$ cat config.mk
export PLATFORM = sky130hd
export DESIGN_NAME = fp32_divider
export DESIGN_NICKNAME = d
export VERILOG_FILES = /design/src/rtl/fp32_divider.sv
export SDC_FILE = /design/constraint.sdc
export NUM_CORES = 1
export LEC_CHECK = 0
export ABC_AREA = 1
export BUFFER_PORTS_ARGS = -buffer_cell sky130_fd_sc_hd__buf_4
export CORE_ASPECT_RATIO = 1.25
export CORE_MARGIN = 1
export CORE_UTILIZATION = 55
export DETAILED_ROUTE_END_ITERATION = 10
export GPL_TIMING_DRIVEN = 0
export PLACE_DENSITY = 0.75
export SLEW_MARGIN = 15
export SYNTH_ARGS = -nofsm -noshare
export SYNTH_HDL_FRONTEND = slang
export SYNTH_SLANG_ARGS = --single-unit
$ cat constraint.sdc
create_clock -name clk -period 7.7 [get_ports clk]
set_clock_uncertainty 0.15 [all_clocks]
set_input_delay 1.54 -clock clk [delete_from_list [all_inputs] [get_ports clk]]
set_output_delay 1.54 -clock clk [all_outputs]
set_load 0.05 [all_outputs]
$ cat src/rtl/fp32_divider.sv
// Iterative IEEE-754 binary32 divider: restoring division, one quotient bit per
// cycle, round-to-nearest-even, subnormals flushed to zero on input and output.
module fp32_divider #(
    parameter int QBITS = 26
) (
    input  logic        clk,
    input  logic        rst_n,
    input  logic        start,
    input  logic [31:0] input_a,
    input  logic [31:0] input_b,
    output logic        busy,
    output logic        done,
    output logic [31:0] result,
    output logic        invalid,
    output logic        div_zero,
    output logic        overflow,
    output logic        underflow,
    output logic [1:0]  dbg_state
);

    // Handshake: start is honoured only in IDLE and not in the cycle done is
    // high; busy rises the cycle after acceptance and falls with the single
    // done pulse; result and flags then hold until the next accepted start.

    localparam int CW = $clog2(QBITS);
    localparam logic [CW-1:0] CNT_INIT = CW'(QBITS - 1);

    typedef enum logic [1:0] {
        S_IDLE   = 2'd0,
        S_DIVIDE = 2'd1,
        S_NORM   = 2'd2,
        S_DONE   = 2'd3
    } state_t;

    state_t             state_q;
    logic [CW-1:0]      cnt_q;
    logic [23:0]        mb_q;
    logic [24:0]        rem_q;
    logic [QBITS-1:0]   q_q;
    logic signed [9:0]  exp_q;
    logic               sign_q;
    logic [31:0]        pend_res_q;
    logic [3:0]         pend_flags_q;
    logic               busy_q;
    logic               done_q;
    logic [31:0]        result_q;
    logic [3:0]         flags_q;

    assign busy      = busy_q;
    assign done      = done_q;
    assign result    = result_q;
    assign {invalid, div_zero, overflow, underflow} = flags_q;
    assign dbg_state = state_q;

    // Operand classification; exponent zero covers subnormals (flushed).
    logic [7:0]  ea, eb;
    logic [22:0] fa, fb;
    logic        a_zero, a_inf, a_nan, b_zero, b_inf, b_nan;
    logic        sign_in;
    logic        spec_hit;
    logic [31:0] spec_res;
    logic [3:0]  spec_flags;

    assign ea     = input_a[30:23];
    assign eb     = input_b[30:23];
    assign fa     = input_a[22:0];
    assign fb     = input_b[22:0];
    assign a_zero = (ea == 8'h00);
    assign b_zero = (eb == 8'h00);
    assign a_inf  = (ea == 8'hFF) && (fa == 23'h0);
    assign b_inf  = (eb == 8'hFF) && (fb == 23'h0);
    assign a_nan  = (ea == 8'hFF) && (fa != 23'h0);
    assign b_nan  = (eb == 8'hFF) && (fb != 23'h0);
    assign sign_in = input_a[31] ^ input_b[31];

    always_comb begin
        spec_hit   = 1'b1;
        spec_res   = 32'h0;
        spec_flags = 4'b0000;
        if (a_nan || b_nan || (a_zero && b_zero) || (a_inf && b_inf)) begin
            spec_res   = 32'h7FC0_0000;
            spec_flags = 4'b1000;
        end else if (b_zero) begin
            spec_res   = {sign_in, 8'hFF, 23'h0};
            spec_flags = 4'b0100;
        end else if (a_inf) begin
            spec_res   = {sign_in, 8'hFF, 23'h0};
        end else if (a_zero || b_inf) begin
            spec_res   = {sign_in, 31'h0};
        end else begin
            spec_hit   = 1'b0;
        end
    end

    // One restoring step; the partial remainder stays below 2*divisor.
    logic        rem_ge;
    logic [24:0] rem_d;

    always_comb begin
        rem_ge = (rem_q >= {1'b0, mb_q});
        if (rem_ge) begin
            rem_d = (rem_q - {1'b0, mb_q}) << 1;
        end else begin
            rem_d = rem_q << 1;
        end
    end

    // Normalise, round to nearest even, then range-check the exponent.
    logic [QBITS-1:0]  qn;
    logic signed [9:0] en, en_r;
    logic [23:0]       sig;
    logic              guard, sticky, round_up;
    logic [24:0]       sig_rnd;
    logic [22:0]       frac_r;
    logic [31:0]       norm_res_d;
    logic [3:0]        norm_flags_d;

    always_comb begin
        if (q_q[QBITS-1]) begin
            qn = q_q;
            en = exp_q;
        end else begin
            qn = q_q << 1;
            en = exp_q - 10'sd1;
        end
        sig      = qn[QBITS-1 -: 24];
        guard    = qn[QBITS-25];
        // Bits below the guard (present only when no shift occurred) are sticky too.
        sticky   = (rem_q != 25'h0) || (|qn[QBITS-26:0]);
        round_up = guard & (sticky | sig[0]);
        sig_rnd  = {1'b0, sig} + {24'h0, round_up};
        if (sig_rnd[24]) begin
            frac_r = sig_rnd[23:1];
            en_r   = en + 10'sd1;
        end else begin
            frac_r = sig_rnd[22:0];
            en_r   = en;
        end
        norm_flags_d = 4'b0000;
        if (en_r >= 10'sd255) begin
            norm_res_d   = {sign_q, 8'hFF, 23'h0};
            norm_flags_d = 4'b0010;
        end else if (en_r <= 10'sd0) begin
            norm_res_d   = {sign_q, 31'h0};
            norm_flags_d = 4'b0001;
        end else begin
            norm_res_d   = {sign_q, en_r[7:0], frac_r};
        end
    end

    always_ff @(posedge clk or negedge rst_n) begin
        if (!rst_n) begin
            state_q      <= S_IDLE;
            cnt_q        <= '0;
            mb_q         <= '0;
            rem_q        <= '0;
            q_q          <= '0;
            exp_q        <= '0;
            sign_q       <= 1'b0;
            pend_res_q   <= '0;
            pend_flags_q <= '0;
            busy_q       <= 1'b0;
            done_q       <= 1'b0;
            result_q     <= '0;
            flags_q      <= '0;
        end else begin
            done_q <= 1'b0;
            case (state_q)
                S_IDLE: begin
                    if (start && !done_q) begin
                        busy_q  <= 1'b1;
                        flags_q <= 4'b0000;
                        sign_q  <= sign_in;
                        mb_q    <= {1'b1, fb};
                        rem_q   <= {2'b01, fa};
                        q_q     <= '0;
                        exp_q   <= 10'(ea) - 10'(eb) + 10'sd127;
                        cnt_q   <= CNT_INIT;
                        if (spec_hit) begin
                            pend_res_q   <= spec_res;
                            pend_flags_q <= spec_flags;
                            state_q      <= S_DONE;
                        end else begin
                            state_q      <= S_DIVIDE;
                        end
                    end
                end
                S_DIVIDE: begin
                    q_q   <= {q_q[QBITS-2:0], rem_ge};
                    rem_q <= rem_d;
                    if (cnt_q == '0) begin
                        state_q <= S_NORM;
                    end else begin
                        cnt_q <= cnt_q - 1'b1;
                    end
                end
                S_NORM: begin
                    pend_res_q   <= norm_res_d;
                    pend_flags_q <= norm_flags_d;
                    state_q      <= S_DONE;
                end
                S_DONE: begin
                    done_q   <= 1'b1;
                    busy_q   <= 1'b0;
                    result_q <= pend_res_q;
                    flags_q  <= pend_flags_q;
                    state_q  <= S_IDLE;
                end
                default: state_q <= S_IDLE;
            endcase
        end
    end

endmodule

* Word-level counts from Yosys, hierarchy flattened
Index checks and enable logic that the tools add are counted.
** Operators by class
- Equality and inequality tests :: 9
- Muxes and demuxes :: 41
- Order comparisons :: 3
- Bitwise operators :: 3
- Add/sub/neg operators :: 7
- Reduce and logical (&&, ||, !) cells :: 31
** Operators with widths (count)
- two-way mux 32 bit :: 6
- one-hot mux 32 bit (2 select lines) :: 1
- two-way mux 31 bit :: 2
- two-way mux 26 bit :: 2
- one-hot mux 26 bit (2 select lines) :: 1
- two-way mux 25 bit :: 2
- one-hot mux 25 bit (2 select lines) :: 1
- logical NOT 23 bit :: 2
- nonzero test 23 bit :: 2
- adder 24 x 1 -> 25 bit :: 1
- >= comparator 25 x 24 -> 1 bit :: 1
- nonzero test 25 bit :: 1
- subtractor 24 bit :: 1
- two-way mux 23 bit :: 1
- two-way mux 10 bit :: 2
- == test 8 bit (second input constant) :: 2
- logical NOT 8 bit :: 2
- two-way mux 4 bit :: 4
- one-hot mux 4 bit (2 select lines) :: 2
- adder 10 x 2 -> 10 bit (second input constant) :: 1
- adder 9 x 8 -> 10 bit (second input constant) :: 1
- >= comparator 10 x 9 -> 1 bit (second input constant) :: 1
- less-or-equal comparator 10 x 1 -> 1 bit (second input constant) :: 1
- two-way mux 5 bit :: 2
- 23 further kinds :: 52
** Storage, ports and cells
- Bits of input ports :: 67
- Bits in registers :: 167

* Longest topological paths before layout
Gate-level depths: netlist of the first run.
- Depth in word-level cells :: 10
- Gate-level depth with buffers :: 23
- Depth with buffers taken out :: 22

* Least setup slack after synthesis of the first run
Ideal clock, no wire load.
- Path type :: input port to flip-flop
- From :: input input_a[23]
- To :: register exp_q[7]
- Slack :: 4.239 ns
- Stages :: 11
- Data arrival time :: 3.175 ns
- Data required time :: 7.414 ns
- Library setup time :: 0.136 ns
- Cell sequence :: inv_1 ha_1 inv_1 fa_1 a21oi_1 o21bai_1 xor2_1 and3_1 nand4_1 xnor2_1 o21ai_0
** On the way
- Word-level cells in the longest chain between the ends :: 2
** Ends and longest elaborated chain
- from (decl) :: RTL line 9 : input logic [31:0] input_a,
- subtractor 8 x 8 -> 9 bit :: RTL line 177 : exp_q <= 10'(ea) - 10'(eb) + 10'sd127;
- adder 9 x 8 -> 10 bit :: RTL line 177
- to (signal assigned) :: RTL line 177
- to (decl) :: RTL line 40 : logic signed [9:0] exp_q;
No other way between the ends.
A chain may end at the register's enable or synchronous reset.

* Worst setup path after layout of the first run
- From :: input input_b[13]
- To :: register pend_res_q[26]
** On the way
- Word-level cells in the longest chain between the ends :: 9
- Elaborated cells between the ends (all ways) :: 19
- Classes of those cells :: eq/ne: 1; mux: 8; reduce/logical: 10
** Ends and longest elaborated chain
- from (decl) :: RTL line 10 : input logic [31:0] input_b,
- logical NOT 23 bit / nonzero test 23 bit (equally long branches) :: RTL line 71, 73
- logical AND 1 bit (on tied branches) :: RTL line 71, 73
- logical OR 1 bit (on tied branches) :: RTL line 88, 80
- two-way mux 1 bit / logical OR 1 bit (equally long branches) :: RTL line 88, 80
- two-way mux 1 bit / logical OR 1 bit (equally long branches) :: RTL line 86, 80
- two-way mux 1 bit / two-way mux 32 bit (equally long branches) :: RTL line 83, 80
- two-way mux 1 bit / two-way mux 32 bit (equally long branches) :: RTL line 80, 179
- != test 2 bit (no line) / two-way mux 32 bit (equally long branches)
- AND reduction 3 bit (no line) / one-hot mux 32 bit (2 select lines) (equally long branches)
- to (signal assigned) :: RTL line 180 : pend_res_q <= spec_res;
- to (signal assigned) :: RTL line 198 : pend_res_q <= norm_res_d;
- to (decl) :: RTL line 42 : logic [31:0] pend_res_q;
Parallel ways exist; a longest one is shown, timed or not. The select of a mux whose other input is x is not followed.

==> results.txt, run 1 <==
* Outcome: finished, final reports clean
- The number of max-slew violations in the final report was 0.
* Cells after synthesis: roughly 1,500
- Count of unique library cells instantiated by Yosys: between 40 and 50
- The cell area that synthesis handed to floorplanning was 10,700 um2.
* Insertion delay to the later sink of the worst-skew pair: approximately 0.43 ns
* DPL Wire Length: ~22,000 um
* Reported max-cap violation count: 0
* Floorplan row count: between 50 and 60
- Number of design rule violations left after detail routing: 0
- Minimum period implied by the final worst setup slack: ~4.2 ns
- Average size of a mapped cell: a little over 7 um2
- RSZ-0062 raised after global routing: false
- Aggregate routed wire length: ~27,000 um
- Origin of the worst setup path: input_b[13]
* Data required, critical path: ~7.8 ns
- Setup tns final: 0 ns
- Area of the core: around 19,000 um2
* Critical register-to-register path endpoint: pend_res_q[13]$_DFFE_PN0P_
- Dividing the detail-routed via count by the number of cells gives about 5.4.
- Total number of H-tree levels: 4
- Clock slew seen by the registers of the worst setup and hold paths: approximately 0.07 ns
- In the final routed layout, each cell accounts on average for 14.9 um.
- Summed over its instances, the top area cell type makes up between 30% and 40% of the synthesized netlist area.
* Cells on worst reg2reg path: 22
* Worst setup path end: pend_res_q[26]$_DFFE_PN0P_
- Leakage: slightly above 0.006 uW
* Number of nets produced by synthesis: 1,589
* Busiest layer in global routing: met2
- Post-layout util: roughly two thirds
* Vias in the first global route: 9,631
* Sequential share of the synthesized area: 39.2%
* Worst path max stage delay: a little over 0.5 ns
* Post-CTS Hold Buffers: 0
- IR drop worst, VDD: 209 uV
- The initial utilization of the core area, before any placement, comes to 56.6%.
- Antenna violations before repair: 0
- Cell type contributing the most total cell area after synthesis: sky130_fd_sc_hd__dfrtp_1
- At the placement stage, the worst setup path has a slack of approximately 3 ns.
- After global routing the overflow that remains totals 0.
- Count of input and output buffers: approximately 110
- Post-layout nets: roughly 1,700
- Clock tree from TritonCTS: built
- Entering global routing, the biggest net connects 94 pins.
- Measured against its own limit, the worst slew margin works out to 51.3%.
* Placer congestion estimate: 0.936
* Element type at the critical path end: register
* Achievable frequency: around 0.24 GHz
- Wire length of the first global-routing pass: between 40,000 and 50,000 um
- The finished cells cover between 10,000 and 15,000 um2.
- Die footprint: 19,900 um2
* Number of diodes: 0
* Worst Max-Slew Pin Slew: approximately 0.73 ns
- In this run, the number of DRC markers left after iteration 0 of detailed routing was roughly 430.
- Across all setup checks in the final design, the least slack found is between 3 and 4 ns.
- STA puts the critical path data arrival time at approximately 4.3 ns.
- Boundary pin count: roughly 110
* Number of search-and-repair iterations in the first detailed-routing pass: 4
* Endpoints failing hold: 0
* Area added between synthesis and finish: 15.7%
* Main flop type after synthesis: sky130_fd_sc_hd__dfrtp_1
- For this run, global-route usage on met2 was measured as between 50% and 60%.
* Maximum clock path buffer count: 2
* Highest-delay cell along the critical path: sky130_fd_sc_hd__nor4_1
* Share of cells above drive strength 1: 12.3%
- Crit path kind: input port to register
- Warnings, synthesis: 0
* FF+latch count, synth: around 170
- Die extent in x: roughly 130 um
- Antenna-violating nets left: 0
* R2R setup slack: 3.81 ns
- The path class of the tightest hold or removal check is register to register.
* GR Util met1: roughly a third
- Crit Reg-Reg Startpoint: q_q[25]$_DFFE_PN0P_
- Vias: approximately 9,900
- Ranking of synthesized cells by area: sky130_fd_sc_hd__dfrtp_1 (39%), sky130_fd_sc_hd__nand2_1 (15%), sky130_fd_sc_hd__inv_1 (5.8%)
* Met3 track demand over resource in global routing: around 3.7%
- Setup Fix Bufs, Post-CTS: 0
- Critical path fanouts, max: 10
* Global routing usage summed across all routing layers: between 20 and 30%
- Endpoints failing setup: 0
* Share of flip-flops with an asynchronous set or reset: between 90% and 100%
- Die Ht: between 150 and 200 um
- Dividing the final minimum period by the clock period gives 54.0%.
* TritonCTS buffer count: 17
- In this run the power density over the cells is 466 nW/um2.
* Resized Gates After CTS: 0
- Number of flops mapped to enable cells by yosys: 0
- Post-DP Area: about 12,000 um2
- List of cells traversed by the critical path: buf_4 > nor4_1 > nand4_1 > nor2_1 > nor2_1 > nand3_1 > nand2_1 > o21ai_1 > clkinv_1 > clkbuf_1 > nand2_1 > nand4_1
* Worst Setup Start Kind: input port
- Across all hold checks on the routed design, the worst slack comes to approximately 0.32 ns.
- The cell sitting at the root of the clock tree is a sky130_fd_sc_hd__clkbuf_16.
- Clock sink count: around 170
-- area by class of cell --
cell class,count,area (um2)
Inverter,176,661
Clock inverter,11,88.8
Fill cell,1784,6520
Sequential cell,167,4180
Timing Repair Buffer,107,831
Multi-Input combinational cell,1086,5590
Tap cell,232,290
Clock buffer,21,460
Buffer,48,234
-- where the power goes --
part	internal [uW]	switching, uW	total [uW]
clock	435	377	812
sequential	1260	238	1490
combinational	1130	2310	3440
total	2820	2930	5750
-- worst max-delay path: cells and delay by family --
kind / cells / cell delay (ns)
buffers and inverters: 3 / 0.85
AOI/OAI and AO/OA: 1 / 0.28
and+or+nand+nor: 8 / 1.60
-- worst min path at each step --
stage	cells after the start	endpoint	startpoint	slack, ns
after floorplan	2	mb_q[23]$_DFFE_PN0P_	mb_q[23]$_DFFE_PN0P_	0.28
after global placement	2	result[24]$_DFFE_PN0P_	result[24]$_DFFE_PN0P_	0.31
after detailed placement	2	result[9]$_DFFE_PN0P_	pend_res_q[9]$_DFFE_PN0P_	0.31
after CTS	2	result[24]$_DFFE_PN0P_	result[24]$_DFFE_PN0P_	0.32
after global routing	2	result[27]$_DFFE_PN0P_	result[27]$_DFFE_PN0P_	0.35
final	2	result[2]$_DFFE_PN0P_	result[2]$_DFFE_PN0P_	0.32
-- layout by cell type, fill, tap and decap left out, drive strengths merged --
master / instances
and3: 1
ha: 43
o31ai: 1
a21oi: 103
nand2: 438
o211ai: 6
fa: 2
nor2: 141
nor4: 15
o311ai: 1
nand4: 31
a21boi: 1
a31o: 1
o21ai: 133
dfrtp: 167
o21a: 2
clkinvlp: 3
clkbuf: 57
a21o: 3
nand3b: 3
buf: 119
o22ai: 32
xor2: 30
or2: 3
a22oi: 1
nor3: 14
clkinv: 7
xnor2: 12
nor2b: 1
o2111ai: 1
a31oi: 3
inv: 177
nand3: 56
o21bai: 8
-- cells by family (layout without fill, tap and decap cells) --
logic type	after synthesis	count (layout)	synth area share, %
AND/OR/NAND/NOR	703	703	27.9
AO/OA/AOI/OAI	296	296	15.6
buffers and inverters	224	363	8.39
flip-flops	167	167	39.2
adder cells (fa/ha/maj)	45	45	5.42
XOR/XNOR	42	42	3.45
-- cells in the mapped netlist, types with 4 or more instances --
library cell and count:
sky130_fd_sc_hd__nand2_1 434, sky130_fd_sc_hd__dfrtp_1 167, sky130_fd_sc_hd__inv_1 165, sky130_fd_sc_hd__nor2_1 132, sky130_fd_sc_hd__a21oi_1 103, sky130_fd_sc_hd__o21ai_0 101
sky130_fd_sc_hd__nand3_1 51, sky130_fd_sc_hd__ha_1 43, sky130_fd_sc_hd__clkbuf_1 36, sky130_fd_sc_hd__o22ai_1 32, sky130_fd_sc_hd__nand4_1 31, sky130_fd_sc_hd__xor2_1 30
sky130_fd_sc_hd__o21ai_2 18, sky130_fd_sc_hd__nor4_1 15, sky130_fd_sc_hd__o21ai_1 14, sky130_fd_sc_hd__nor3_1 13, sky130_fd_sc_hd__xnor2_1 12, sky130_fd_sc_hd__inv_2 8
sky130_fd_sc_hd__nor2_2 7, sky130_fd_sc_hd__o21bai_1 7, sky130_fd_sc_hd__o211ai_1 6, sky130_fd_sc_hd__buf_6 5, sky130_fd_sc_hd__buf_2 4
-- sequential cells by signal (all words and copies together), names as in the netlist --
name          flops
q_q              26
flags_q           4
dbg_state         2
cnt_q             5
pend_res_q       32
sign_q            1
done              1
mb_q             24
result           32
rem_q            25
pend_flags_q      4
exp_q            10
busy              1
-- stage by stage --
stage,cells,power (uW)
floorplan,1477,4000
global placement,1815,4860
detailed placement,1816,4910
CTS,1848,5740
global route,1848,6240
finish,1848,5750
-- metal layers --
layer,wire [um],vias to the layer above
li1,-,5084
met1,11100,4555
met2,14400,241
met3,1020,67
met4,986,0
met5,0,-
Note: power is estimated with default switching activity, not from simulation.
==> run 2, diff against run 1 <==
--- a/config.mk
+++ b/config.mk
@@ -9,10 +9,10 @@
 export BUFFER_PORTS_ARGS = -buffer_cell sky130_fd_sc_hd__buf_4
 export CORE_ASPECT_RATIO = 1.25
 export CORE_MARGIN = 1
-export CORE_UTILIZATION = 55
+export CORE_UTILIZATION = 54
 export DETAILED_ROUTE_END_ITERATION = 10
 export GPL_TIMING_DRIVEN = 0
-export PLACE_DENSITY = 0.75
+export PLACE_DENSITY = 0.77
 export SLEW_MARGIN = 15
 export SYNTH_ARGS = -nofsm -noshare
 export SYNTH_HDL_FRONTEND = slang
==> constraint.sdc (replaced) <==
create_clock -name clk -period 3.6 [get_ports clk]
set_clock_uncertainty 0.15 [all_clocks]
set_input_delay 0.72 -clock clk [delete_from_list [all_inputs] [get_ports clk]]
set_output_delay 0.72 -clock clk [all_outputs]
set_load 0.05 [all_outputs]
==> results.txt, run 2 (synthesis gave the netlist of run 1 again) <==
* Vias: 10,000 (was 9,947)
- Boundary pin count: 107 (unchanged)
- The number of input and output port buffers inserted is 106 (unchanged).
* Aggregate routed wire length: 27,800 um (was 27,500 um)
- The endpoint of the worst register-to-register path is pend_res_q[13]$_DFFE_PN0P_ (unchanged).
* Final Max Slew Viols: 0 (unchanged)
* Clock tree from TritonCTS: built (unchanged)
- Cells on worst reg2reg path: 18 (was 22)
- The end of the critical path is pend_res_q[22]$_DFFE_PN0P_ (was pend_res_q[26]$_DFFE_PN0P_).
* Total number of H-tree levels: 4 (unchanged)
- The hold-fix buffer count after cts was 0 (unchanged).
- The average vias per placed instance was 5.32 (was 5.38).
- The total global routing overflow was 0 (unchanged).
- The floorplan row count came to 57 (was 56).
- The detailed-route wire length per cell is 14.7 um (was 14.9 um).
- Vias in the first global route: 9,797 (was 9,631)
- Setup tns final: 0 ns (unchanged)
- The fraction of final layout cells with drive strength greater than 1 was 13.5% (was 12.3%).
- The worst hold slack across all endpoints came to 0.0907 ns (was 0.320 ns).
- The number of buffers inserted during clock tree synthesis is 17 (unchanged).
* Reported max-cap violation count: 0 (unchanged)
- Number of diodes: 0 (unchanged)
- The post-detailed-route DRC marker count came to 0 (unchanged).
- The starting density of the core was 55.0% (was 56.6%).
* Cell chosen for the clock root: sky130_fd_sc_hd__clkbuf_16 (unchanged)
- The routed design could run at a clock period as short as between 3 and 4 ns.
- The final core utilization is 64.5% (was 65.4%).
* Die footprint: 20,300 um2 (was 19,900 um2)
- Area added between synthesis and finish: 17.4% (was 15.7%)
- Endpoints failing setup: 0 (unchanged)
- The violation count after the first detailed-routing iteration is 446 (was 433).
- Classification of the worst-slack hold path: input port to asynchronous set/reset pin (was register to register)
- The highest fanout seen on the critical path came to 7 (was 10).
- Antenna violations before repair: 0 (unchanged)
- Headroom to the max-slew limit: 52.1% (was 51.3%)
- DPL Wire Length: 21,600 um (was 21,800 um)
* Element type at the critical path end: register (unchanged)
- R2R setup slack: 0.24 ns (was 3.81 ns)
* Power per cell area: 997 nW/um2 (was 466 nW/um2)
* Leakage: 0.00618 uW (was 0.00613 uW)
* Insertion delay to the later sink of the worst-skew pair: 0.43 ns (about the same)
- The number of clock sinks is 167 (unchanged).
- The maximum clock path buffer count was 2 (unchanged).
* Worst Setup Start Kind: input port (unchanged)
- Data required, critical path: 3.76 ns (was 7.83 ns)
* Die Ht: 159 um (was 158 um)
* Crit Reg-Reg Startpoint: q_q[25]$_DFFE_PN0P_ (unchanged)
- Global routing usage summed across all routing layers: 28.7% (was 29.0%)
- Number of search-and-repair iterations in the first detailed-routing pass: 5 (was 4)
- Endpoints failing hold: 0 (unchanged)
- The final estimated routing congestion in global placement was 0.925 (was 0.936).
- RSZ-0062 raised after global routing: false (unchanged).
- The slew at the pin closest to its max-slew limit is 0.718 ns (was 0.730 ns).
* Clock slew seen by the registers of the worst setup and hold paths: 0.08 ns (was 0.07 ns)
* Arrival time at the worst endpoint: 3.62 ns (was 4.29 ns)
- The floorplan die width was 128 um (was 127 um).
- The post-route antenna net violation count was 0 (unchanged).
* Achievable frequency: 0.290 GHz
- The largest net degree at the start of global routing came to 91 (was 94).
* Post-layout nets: 1,719 (was 1,715)
- Crit path kind: input port to register (unchanged)
- The area inside the core boundary was 19,400 um2 (was 18,800 um2).
- The worst-case vdd ir drop is 491 uV (was 209 uV).
- Dividing the final minimum period by the clock period gives a little over nine tenths.
- Most common cell after layout, fill and taps aside: sky130_fd_sc_hd__nand2_1 (unchanged)
- The wire length of the first global-routing pass is 46,400 um (was 45,500 um).
- The first element of the critical path is input_b[21] (was input_b[13]).
* Outcome: finished, final reports clean (unchanged)
- Most frequent cells in the layout: sky130_fd_sc_hd__nand2_1 (431), sky130_fd_sc_hd__dfrtp_1 (166), sky130_fd_sc_hd__inv_1 (165) (was sky130_fd_sc_hd__nand2_1 (434), sky130_fd_sc_hd__dfrtp_1 (167), sky130_fd_sc_hd__inv_1 (165)).
-- run 2: changes by cell type in the layout (fill, tap and decap cells not counted), moves of 2 or more --
cell and change:
sky130_fd_sc_hd__buf_4 +4, sky130_fd_sc_hd__clkbuf_1 -4, sky130_fd_sc_hd__nand2_1 -3, sky130_fd_sc_hd__nand3_1 -3
sky130_fd_sc_hd__clkbuf_2 +2, sky130_fd_sc_hd__clkinv_4 -2, sky130_fd_sc_hd__inv_6 +2, sky130_fd_sc_hd__inv_8 +2
sky130_fd_sc_hd__nand2_2 +2, sky130_fd_sc_hd__nand3_2 +2, sky130_fd_sc_hd__nor2_1 -2, sky130_fd_sc_hd__nor2_4 +2
-- run 2: worst max-delay path, cell delays in order --
cell	delay (ns)
sky130_fd_sc_hd__buf_4	0.11
sky130_fd_sc_hd__nor3_1	0.18
sky130_fd_sc_hd__nor2b_1	0.46
sky130_fd_sc_hd__nand4_1	0.25
sky130_fd_sc_hd__nor2_1	0.16
sky130_fd_sc_hd__nor2_1	0.06
sky130_fd_sc_hd__nand3_1	0.15
sky130_fd_sc_hd__nand2_1	0.12
sky130_fd_sc_hd__o21ai_1	0.32
sky130_fd_sc_hd__clkinv_1	0.41
sky130_fd_sc_hd__nand2_1	0.22
sky130_fd_sc_hd__o21ai_0	0.20
sky130_fd_sc_hd__o21bai_2	0.24
-- run 2: where the power goes --
group / leakage (uW) / total [uW] / internal, uW / switching (uW)
combinational: 0.00376 / 7450 / 2450 / 5000
clock: 0.000286 / 1830 / 1010 / 822
sequential: 0.00214 / 3200 / 2690 / 512
-- run 2: worst min-delay path by stage --
| stage | start | endpoint | depth (start not counted) |
|---|---|---|---|
| CTS | rst_n | result[3]$_DFFE_PN0P_ | 1 |
| global route | rst_n | result[6]$_DFFE_PN0P_ | 1 |
| global placement | mb_q[23]$_DFFE_PN0P_ | mb_q[23]$_DFFE_PN0P_ | 2 |
| floorplan | rst_n | busy$_DFFE_PN0P_ | 0 |
| finish | rst_n | result[3]$_DFFE_PN0P_ | 1 |
| detailed placement | mb_q[23]$_DFFE_PN0P_ | mb_q[23]$_DFFE_PN0P_ | 2 |
-- run 2: final cells by class --
class,instances,area (um2)
inverter,176,661
fill,1799,6880
clock inverter,13,134
sequential,167,4180
multi-input combinational,1086,5650
clock buffer,19,453
tap,265,332
timing repair buffer,112,868
buffer,47,244
-- run 2: layer usage --
layer	global-route usage [%]	wire length (um)
met5	0	0
met4	14.6	1160
met3	3.23	1020
met2	52.4	14400
met1	32.8	11200
-- run 2: timing repair --
item                                    CTS  global route
pin swaps                                 4             1
endpoints found under the setup margin   33            43
setup buffers                             2             3
resized for setup                         8            15
-- run 2: per-stage QoR --
stage | power, uW | cells | area (um2) | worst slack [ns]
global placement | 10400 | 1848 | 11800 | -0.396
floorplan | 8560 | 1477 | 10700 | 0.486
detailed placement | 10500 | 1849 | 11800 | -0.497
finish | 12500 | 1885 | 12500 | 0.147
CTS | 12400 | 1883 | 12500 | -0.00742
global route | 13500 | 1885 | 12500 | 0.0110
